`config.mk`:
```
export PLATFORM = sky130hd
export DESIGN_NAME = pe_mac_param
export DESIGN_NICKNAME = d
export VERILOG_FILES = /design/src/rtl/pe_mac_param.sv
export SDC_FILE = /design/constraint.sdc
export NUM_CORES = 2
export LEC_CHECK = 0
export CAP_MARGIN = 25
export CORE_MARGIN = 2
export CORE_UTILIZATION = 40
export DETAILED_ROUTE_END_ITERATION = 16
export PLACE_DENSITY_LB_ADDON = 0.05
export SKIP_LAST_GASP = 1
export SLEW_MARGIN = 20
export SYNTH_ARGS = -nofsm -noshare
export SYNTH_HDL_FRONTEND = slang
export SYNTH_SLANG_ARGS = --single-unit
```
`constraint.sdc`:
```
create_clock -name clk -period 26.2 [get_ports clk]
set_input_delay 3.93 -clock clk [delete_from_list [all_inputs] [get_ports clk]]
set_output_delay 3.93 -clock clk [all_outputs]
set_load 0.02 [all_outputs]
```
`src/rtl/pe_mac_param.sv`:
```
// pe_mac_param: parametrised systolic-array processing element.
// Two operand FIFOs (A, B) are popped in lockstep, the pair is forwarded
// to the east/south neighbours and multiplied; products are accumulated over
// max_cntr pairs, then shifted, clamped and presented on s_out with a se pulse.
//
// Handshake: the operand path fires (pops both FIFO heads) exactly when
// both FIFOs hold data and neither downstream FIFO reports full; a_ov/b_ov
// are one-cycle valids that act as the neighbours' write enables, and
// a_dn_full/b_dn_full are their ready signals (inverted). There is no
// result-side back-pressure: se is a pure strobe.

// Small synchronous FIFO with start-of-cycle full/empty evaluation.
module pe_mac_fifo #(
    parameter int DW = 16,
    parameter int FD = 4
) (
    input  logic          clk,
    input  logic          rst,
    input  logic          we_i,
    input  logic [DW-1:0] wdata_i,
    input  logic          pop_i,
    output logic          full_o,
    output logic          nonempty_o,
    output logic [DW-1:0] head_o
);
    localparam int PW   = $clog2(FD);
    localparam int CNTW = PW + 1;

    logic [DW-1:0]   mem_q [FD];
    logic [PW-1:0]   wr_ptr_q, wr_ptr_d;
    logic [PW-1:0]   rd_ptr_q, rd_ptr_d;
    logic [CNTW-1:0] cnt_q, cnt_d;
    logic            push, pop;

    assign full_o     = (cnt_q == CNTW'(FD));
    assign nonempty_o = (cnt_q != '0);
    assign head_o     = mem_q[rd_ptr_q];

    // Pointer and occupancy next-state; both flags come from the current count.
    always_comb begin
        push     = we_i & ~full_o;
        pop      = pop_i & nonempty_o;
        wr_ptr_d = push ? wr_ptr_q + PW'(1) : wr_ptr_q;
        rd_ptr_d = pop ? rd_ptr_q + PW'(1) : rd_ptr_q;
        cnt_d    = cnt_q + CNTW'(push) - CNTW'(pop);
    end

    // Storage array; contents need no reset since occupancy guards reads.
    always_ff @(posedge clk) begin
        if (push) begin
            mem_q[wr_ptr_q] <= wdata_i;
        end
    end

    // Pointer and occupancy registers with synchronous reset.
    always_ff @(posedge clk) begin
        if (rst) begin
            wr_ptr_q <= '0;
            rd_ptr_q <= '0;
            cnt_q    <= '0;
        end else begin
            wr_ptr_q <= wr_ptr_d;
            rd_ptr_q <= rd_ptr_d;
            cnt_q    <= cnt_d;
        end
    end
endmodule

module pe_mac_param #(
    parameter int DW = 16,
    parameter int AW = 40,
    parameter int CW = 8,
    parameter int FD = 4,
    parameter int SW = 5
) (
    input  logic          clk,
    input  logic          rst,
    input  logic [DW-1:0] a_in,
    input  logic          awe,
    output logic          aff,
    input  logic [DW-1:0] b_in,
    input  logic          bwe,
    output logic          bff,
    output logic [DW-1:0] a_out,
    output logic          a_ov,
    input  logic          a_dn_full,
    output logic [DW-1:0] b_out,
    output logic          b_ov,
    input  logic          b_dn_full,
    input  logic [CW-1:0] max_cntr,
    input  logic          sgn,
    input  logic [SW-1:0] shamt,
    output logic [DW-1:0] s_out,
    output logic          se,
    output logic          sat
);
    localparam logic signed [AW-1:0] SMAX = {{(AW-DW+1){1'b0}}, {(DW-1){1'b1}}};
    localparam logic signed [AW-1:0] SMIN = {{(AW-DW+1){1'b1}}, {(DW-1){1'b0}}};
    localparam logic        [AW-1:0] UMAX = {{(AW-DW){1'b0}}, {DW{1'b1}}};

    logic          a_ne, b_ne, fire;
    logic [DW-1:0] a_head, b_head;

    pe_mac_fifo #(.DW(DW), .FD(FD)) u_a_fifo (
        .clk(clk), .rst(rst), .we_i(awe), .wdata_i(a_in), .pop_i(fire),
        .full_o(aff), .nonempty_o(a_ne), .head_o(a_head)
    );

    pe_mac_fifo #(.DW(DW), .FD(FD)) u_b_fifo (
        .clk(clk), .rst(rst), .we_i(bwe), .wdata_i(b_in), .pop_i(fire),
        .full_o(bff), .nonempty_o(b_ne), .head_o(b_head)
    );

    // Both streams advance together, and only when both neighbours can take data.
    assign fire = a_ne & b_ne & ~a_dn_full & ~b_dn_full;

    // Stage 1 registers: forwarded operands and the extended product.
    logic [DW-1:0]   a_out_q, a_out_d, b_out_q, b_out_d;
    logic            a_ov_q, b_ov_q, p_v_q;
    logic [AW-1:0]   prod_q, prod_d;
    logic [2*DW-1:0] prod_s, prod_u;
    logic [AW-1:0]   prod_ext;

    // Stage 2 registers: accumulator, pair counter and result.
    logic [AW-1:0] acc_q, acc_d;
    logic [CW-1:0] cnt_q, cnt_d, last;
    logic [DW-1:0] s_out_q, s_out_d;
    logic          sat_q, sat_d, se_d;
    logic          se_q;
    logic [AW-1:0]        sum, r_u;
    logic signed [AW-1:0] r_s;
    logic [DW-1:0]        clamp_val;
    logic                 clamp_sat;

    // Stage 1 next-state: capture heads and form the signed/unsigned product.
    always_comb begin
        prod_s   = $signed({{DW{a_head[DW-1]}}, a_head}) * $signed({{DW{b_head[DW-1]}}, b_head});
        prod_u   = {{DW{1'b0}}, a_head} * {{DW{1'b0}}, b_head};
        prod_ext = sgn ? {{(AW-2*DW){prod_s[2*DW-1]}}, prod_s}
                       : {{(AW-2*DW){1'b0}}, prod_u};
        a_out_d  = fire ? a_head : a_out_q;
        b_out_d  = fire ? b_head : b_out_q;
        prod_d   = fire ? prod_ext : prod_q;
    end

    // Final-sum shift and clamp; floor rounding falls out of the shift.
    always_comb begin
        last      = (max_cntr == '0) ? '0 : max_cntr - CW'(1);
        sum       = acc_q + prod_q;
        r_s       = $signed(sum) >>> shamt;
        r_u       = sum >> shamt;
        clamp_val = r_u[DW-1:0];
        clamp_sat = 1'b0;
        if (sgn) begin
            clamp_val = r_s[DW-1:0];
            if (r_s > SMAX) begin
                clamp_val = SMAX[DW-1:0];
                clamp_sat = 1'b1;
            end else if (r_s < SMIN) begin
                clamp_val = SMIN[DW-1:0];
                clamp_sat = 1'b1;
            end
        end else if (r_u > UMAX) begin
            clamp_val = UMAX[DW-1:0];
            clamp_sat = 1'b1;
        end
    end

    // Stage 2 next-state: accumulate, or emit the result on the last pair.
    always_comb begin
        acc_d   = acc_q;
        cnt_d   = cnt_q;
        s_out_d = s_out_q;
        sat_d   = sat_q;
        se_d    = 1'b0;
        if (p_v_q) begin
            if (cnt_q != last) begin
                acc_d = sum;
                cnt_d = cnt_q + CW'(1);
            end else begin
                acc_d   = '0;
                cnt_d   = '0;
                s_out_d = clamp_val;
                sat_d   = clamp_sat;
                se_d    = 1'b1;
            end
        end
    end

    // Pipeline registers; reset drops partial sums and in-flight products.
    always_ff @(posedge clk) begin
        if (rst) begin
            a_out_q <= '0;
            b_out_q <= '0;
            a_ov_q  <= 1'b0;
            b_ov_q  <= 1'b0;
            p_v_q   <= 1'b0;
            prod_q  <= '0;
            acc_q   <= '0;
            cnt_q   <= '0;
            s_out_q <= '0;
            sat_q   <= 1'b0;
            se_q    <= 1'b0;
        end else begin
            a_out_q <= a_out_d;
            b_out_q <= b_out_d;
            a_ov_q  <= fire;
            b_ov_q  <= fire;
            p_v_q   <= fire;
            prod_q  <= prod_d;
            acc_q   <= acc_d;
            cnt_q   <= cnt_d;
            s_out_q <= s_out_d;
            sat_q   <= sat_d;
            se_q    <= se_d;
        end
    end

    assign a_out = a_out_q;
    assign b_out = b_out_q;
    assign a_ov  = a_ov_q;
    assign b_ov  = b_ov_q;
    assign s_out = s_out_q;
    assign sat   = sat_q;
    assign se    = se_q;
endmodule

```
# == Word-level counts from Yosys, hierarchy flattened ==
# Memory sizes are Yosys's and may differ from the RTL's. A register that Yosys moved wholly into a read port is not among the register bits.
# Cells that the tools add are included.
# word_totals
ff_bits,153
ramBits,128
input_bits,52
output_inout_bits,54
word_cells,77
mem_count,2
# memory_table
memory,depth,word_bits,rd,rd_clocked_by_memory_dff,wr,line,source
u_a_fifo.mem_q,4,16,1,1,1,29,logic [DW-1:0] mem_q [FD];
u_b_fifo.mem_q,4,16,1,1,1,29,
# classes
n_addsub,11
n_mul,2
n_lt_le_gt_ge,3
n_eq_ne,3
shifts,2
muxes,21
bitwise_logic,13
reduce_logical,5
# ops
op,n
$gt 40x16->1 const B,2
$mux 40,2
$mul 16x16->32,2
$mux 16,4
$add 40x40->40,1
$lt 40x16->1 const B,1
$shr 40x5->40,1
$sshr 40x5->40,1
$mux 8,2
$mux 1,9
$add 2x1->2 const B,4
$add 8x1->8 const B,1
$logic_not 8->1,1
$mux 2,4
$ne 8x8->1,1
$sub 8x1->8 const B,1
$and 1x1->1,7
$add 3x1->3,2
$eq 3x3->1 const B,2
$not 1->1,6
$reduce_bool 3->1,2
$sub 3x1->3,2
$reduce_and 2->1,1
$reduce_or 2->1,1

# == Logic depth before layout (Yosys ltp) ==
# logic_depth
ltp_word,7
ltp_mapped,35
ltp_nobuf,33

# == By module ==
# A second synthesis with hierarchy kept.
# hier_totals
hier_cells,3447
hier_area_um2,31447.7
# modules_own_cells
mod,n_inst,cells_each,area_per_inst_um2,seq_area_each_um2
pe_mac_param,1,3181,25819.8,2642.5
pe_mac_fifo,2,133,2813.9,2102.0

# == Least setup slack after synthesis ==
# No wires, ideal clock.
# synth_timing
path_type,flip-flop to flip-flop
startpoint,register with a tool-made name
endpoint,register prod_q[31]
setup_ps,116
arrival_ps,8249
t_required_ps,26084
slack_ps,17835
stages_incl_launch_ff,35
n_path_buf,3
synth_period_minus_slack_ps,8365
path_cell_list,dfxtp_1 clkbuf_1 buf_1 mux2i_1 nand2_1 o21ai_0 clkbuf_1 nor2_1 fa_1 inv_1 fa_1 inv_1 fa_1 inv_1 fa_1 inv_1 fa_1 inv_1 fa_1 inv_1 ha_1 nand3_1 nand2_1 a41o_1 o211ai_1 o21ai_0 a31oi_1 o2111ai_1 a31oi_1 nor2b_1 o21a_1 o41ai_1 xor2_1 o21ba_2 a31o_2
# synth_rtl
element,line,source
"end signal, assigned",210,prod_q <= prod_d;
"end, declared",120,"logic [AW-1:0] prod_q, prod_d;"

==> impl_metrics.env <==
export IMPL_worstSetupPathType="register to register"
export IMPL_cp_arrival_ns=9.63
export IMPL_antenna_found_initial=1
export IMPL_place_ws_ns=16.99
export IMPL_hpwlAfterDp_mm=81.4
export IMPL_maxCapViolCount=0
export IMPL_io_buffers=105
export IMPL_rsz0062_at_grt="false"
export IMPL_layout_setup_ws_ns=16.98
export IMPL_path_clk_slew_ns=0.06
export IMPL_drt_total_wl_mm=103
export IMPL_hold_path_class="register to register"
export IMPL_final_common_cell="inv_1"
export IMPL_io_pins=106
export IMPL_rows=102
export IMPL_skew_ns=0.0113
export IMPL_status="completed"
export IMPL_area_growth_pct=10.0
export IMPL_synth_warnings=0
export IMPL_die_w_um=283
export IMPL_h_tree_depth=2
export IMPL_tns_ns=0
export IMPL_grt_pass1_wl_mm=158
export IMPL_cts_sinks=278
export IMPL_finalHoldViolCount=0
export IMPL_cp_end_kind="register"
export IMPL_synth_enable_flop_cells=128
export IMPL_fin_crit_ns=9.22
export IMPL_initial_core_util_pct=40.3
export IMPL_ys_flop_type="dfxtp_1"
export IMPL_setup_viol=0
export IMPL_via_per_inst=5.49
export IMPL_finalMaxSlewViolations=0
export IMPL_fin_nets=4196
export IMPL_synth_area_um2=31100
export IMPL_coreArea_um2=77200
export IMPL_synth_seq_cells=278
export IMPL_cp_required_ns=26.61
export IMPL_async_reset_ff_share_pct=0
export IMPL_routabilityCongestion=0.950
export IMPL_r2r_setup_slack_ns=16.98
export IMPL_root_buffer="clkbuf_16"
export IMPL_syn_area_per_cell_um2=8.74
export IMPL_cts_setup_buffers=0
export IMPL_grt_use_total_pct=26.0
export IMPL_endpoint="prod_q[28]"
export IMPL_cts_resized_gates=0
export IMPL_diodes=0
export IMPL_final_cell_mix="inv_1 (539), nand2_1 (411), fa_1 (369), nor2_1 (356), a21oi_1 (220)"
export IMPL_clkLatencyLatePin_ns=0.56
export IMPL_ys_seq_area_share_pct=22.0
export IMPL_drcViolationCount=0
export IMPL_cp_max_fo=28
export IMPL_dr_first_iter_drc_count=1851
export IMPL_numCtsBuffers=36
export IMPL_cpMostUsedCell="fa_1"
export IMPL_worst_r2r_cell_count=29
export IMPL_slew_headroom_pct=24.5
export IMPL_drive_above_1_share_pct=5.09
export IMPL_cpMaxStageDelayCell="inv_1"
export IMPL_fmax_mhz=108
export IMPL_gr_total_overflow=0
export IMPL_worstSetupStartpointType="register"
export IMPL_cts_hold_buf=0
export IMPL_synth_fp_nets=4180
export IMPL_drtAntennaViolNets=0
export IMPL_grt_pass1_vias=26541
export IMPL_synthCells=3554
export IMPL_drt_pass1_iterations=6
export IMPL_ys_types=93
export IMPL_num_vias=25479
export IMPL_wire_per_inst_um=22.1
export IMPL_period_share_pct=35.2
export IMPL_die_area_um2=79900
export IMPL_cts_tree="built"
export IMPL_cts_buffer_depth=3
export IMPL_grt_max_degree=65
export IMPL_r2r_end="prod_q[28]"
export IMPL_tightest_slew_ns=1.12
export IMPL_critPathMaxStageDelay_ns=0.79
export IMPL_dieHeight_um=283
## per-stage QoR
step           std cells  util, %  cell area, um^2  hold slack (ns)
4_1_cts             4637     44.3            34200            0.457
3_5_place_dp        4572     42.8            33100            0.448
5_1_grt             4637     44.3            34200            0.482
3_3_place_gp        4571     42.8            33100            0.446
6_report            4637     44.3            34200            0.453
2_1_floorplan       3554        -            31100            0.441
## flip-flops by register name, indices dropped and copies added (netlist names), 3 cells and up, named ones only
| signal | count |
|---|---|
| acc_q | 40 |
| u_b_fifo.mem_q | 64 |
| prod_q | 33 |
| u_a_fifo.cnt_q | 3 |
| u_b_fifo.cnt_q | 3 |
| u_a_fifo.mem_q | 64 |
| s_out | 16 |
| b_out | 16 |
| a_out | 16 |
| cnt_q | 8 |
## synthesized netlist by cell type (14+ instances only)
library cell  count  area share, %
a211oi_1         46            1.1
a21o_1           39           0.94
a21oi_1         220            3.5
a31oi_1          17           0.34
and2_1           34           0.68
buf_1            19           0.23
clkbuf_1        134            1.6
dfxtp_1         150            9.7
edfxtp_1        128             12
fa_1            369             24
ha_1            205            8.3
inv_1           539            6.5
mux2_2           41            1.5
mux2i_1          62            2.0
nand2_1         411            5.0
nand3_1          84            1.4
nand4_1          22           0.44
nor2_1          356            4.3
nor2b_1          14           0.28
nor3_1           68            1.1
nor4_1           16           0.32
o211ai_1         22           0.53
o21a_1           39           0.94
o21ai_0          99            1.6
o21ai_1          24           0.39
o31ai_1          15           0.36
or3_1            27           0.54
xnor2_1          77            2.2
xor2_1           41            1.2
## kinds of logic (layout without fill, tap and decap cells)
kind of cell,after synthesis,in the layout,share of synthesized area [%]
buffers and inverters,707,750,8.59
AOI/OAI and AO/OA,677,677,14.4
adders and majority gates,574,574,32.0
DFF,278,278,22.0
muxes,117,117,4.44
and+or+nand+nor,1083,1083,15.2
xor gates and xnor gates,118,118,3.33
## area by class of cell
class	instances	area, um^2
Fill cell	7688	43000
Multi-Input combinational cell	2569	21600
Sequential cell	278	6850
Inverter	543	2040
Timing Repair Buffer	142	1310
Tap cell	1040	1300
Clock buffer	45	945
Clock inverter	20	184
## routing by layer
metal | vias to the layer above | part of all wire [%] | GRT usage, % | routed length [um]
li1 | 11888 | - | - | -
met1 | 12625 | 45 | 34.9 | 45900
met2 | 770 | 46 | 43.0 | 47100
met3 | 196 | 5.1 | 3.05 | 5280
met4 | 0 | 4.3 | 10.2 | 4430
met5 | - | 0 | 0 | 0
## worst min-delay path by stage
stage	cells after the start	from	to	slack (ns)
3_5_place_dp	2	a_out[11]	a_out[11]	0.45
5_1_grt	2	b_out[15]	b_out[15]	0.48
4_1_cts	2	a_out[11]	a_out[11]	0.46
3_3_place_gp	2	b_out[15]	b_out[15]	0.45
6_report	2	a_out[11]	a_out[11]	0.45
2_1_floorplan	2	prod_q[14]	prod_q[14]	0.44
## critical path: cells and delay by family, from the launching register on
| kind | cells | cell delay [ns] |
|---|---|---|
| AND/OR/NAND/NOR | 6 | 1.01 |
| adder cells (fa/ha/maj) | 7 | 3.57 |
| flip-flops | 1 | 0.35 |
| buffers and inverters | 6 | 1.40 |
| AO/OA/AOI/OAI | 9 | 2.32 |
| multiplexers | 1 | 0.39 |
Power is not shown: default switching activity piles up to over one toggle a cycle in this logic, so the estimate is an artifact.
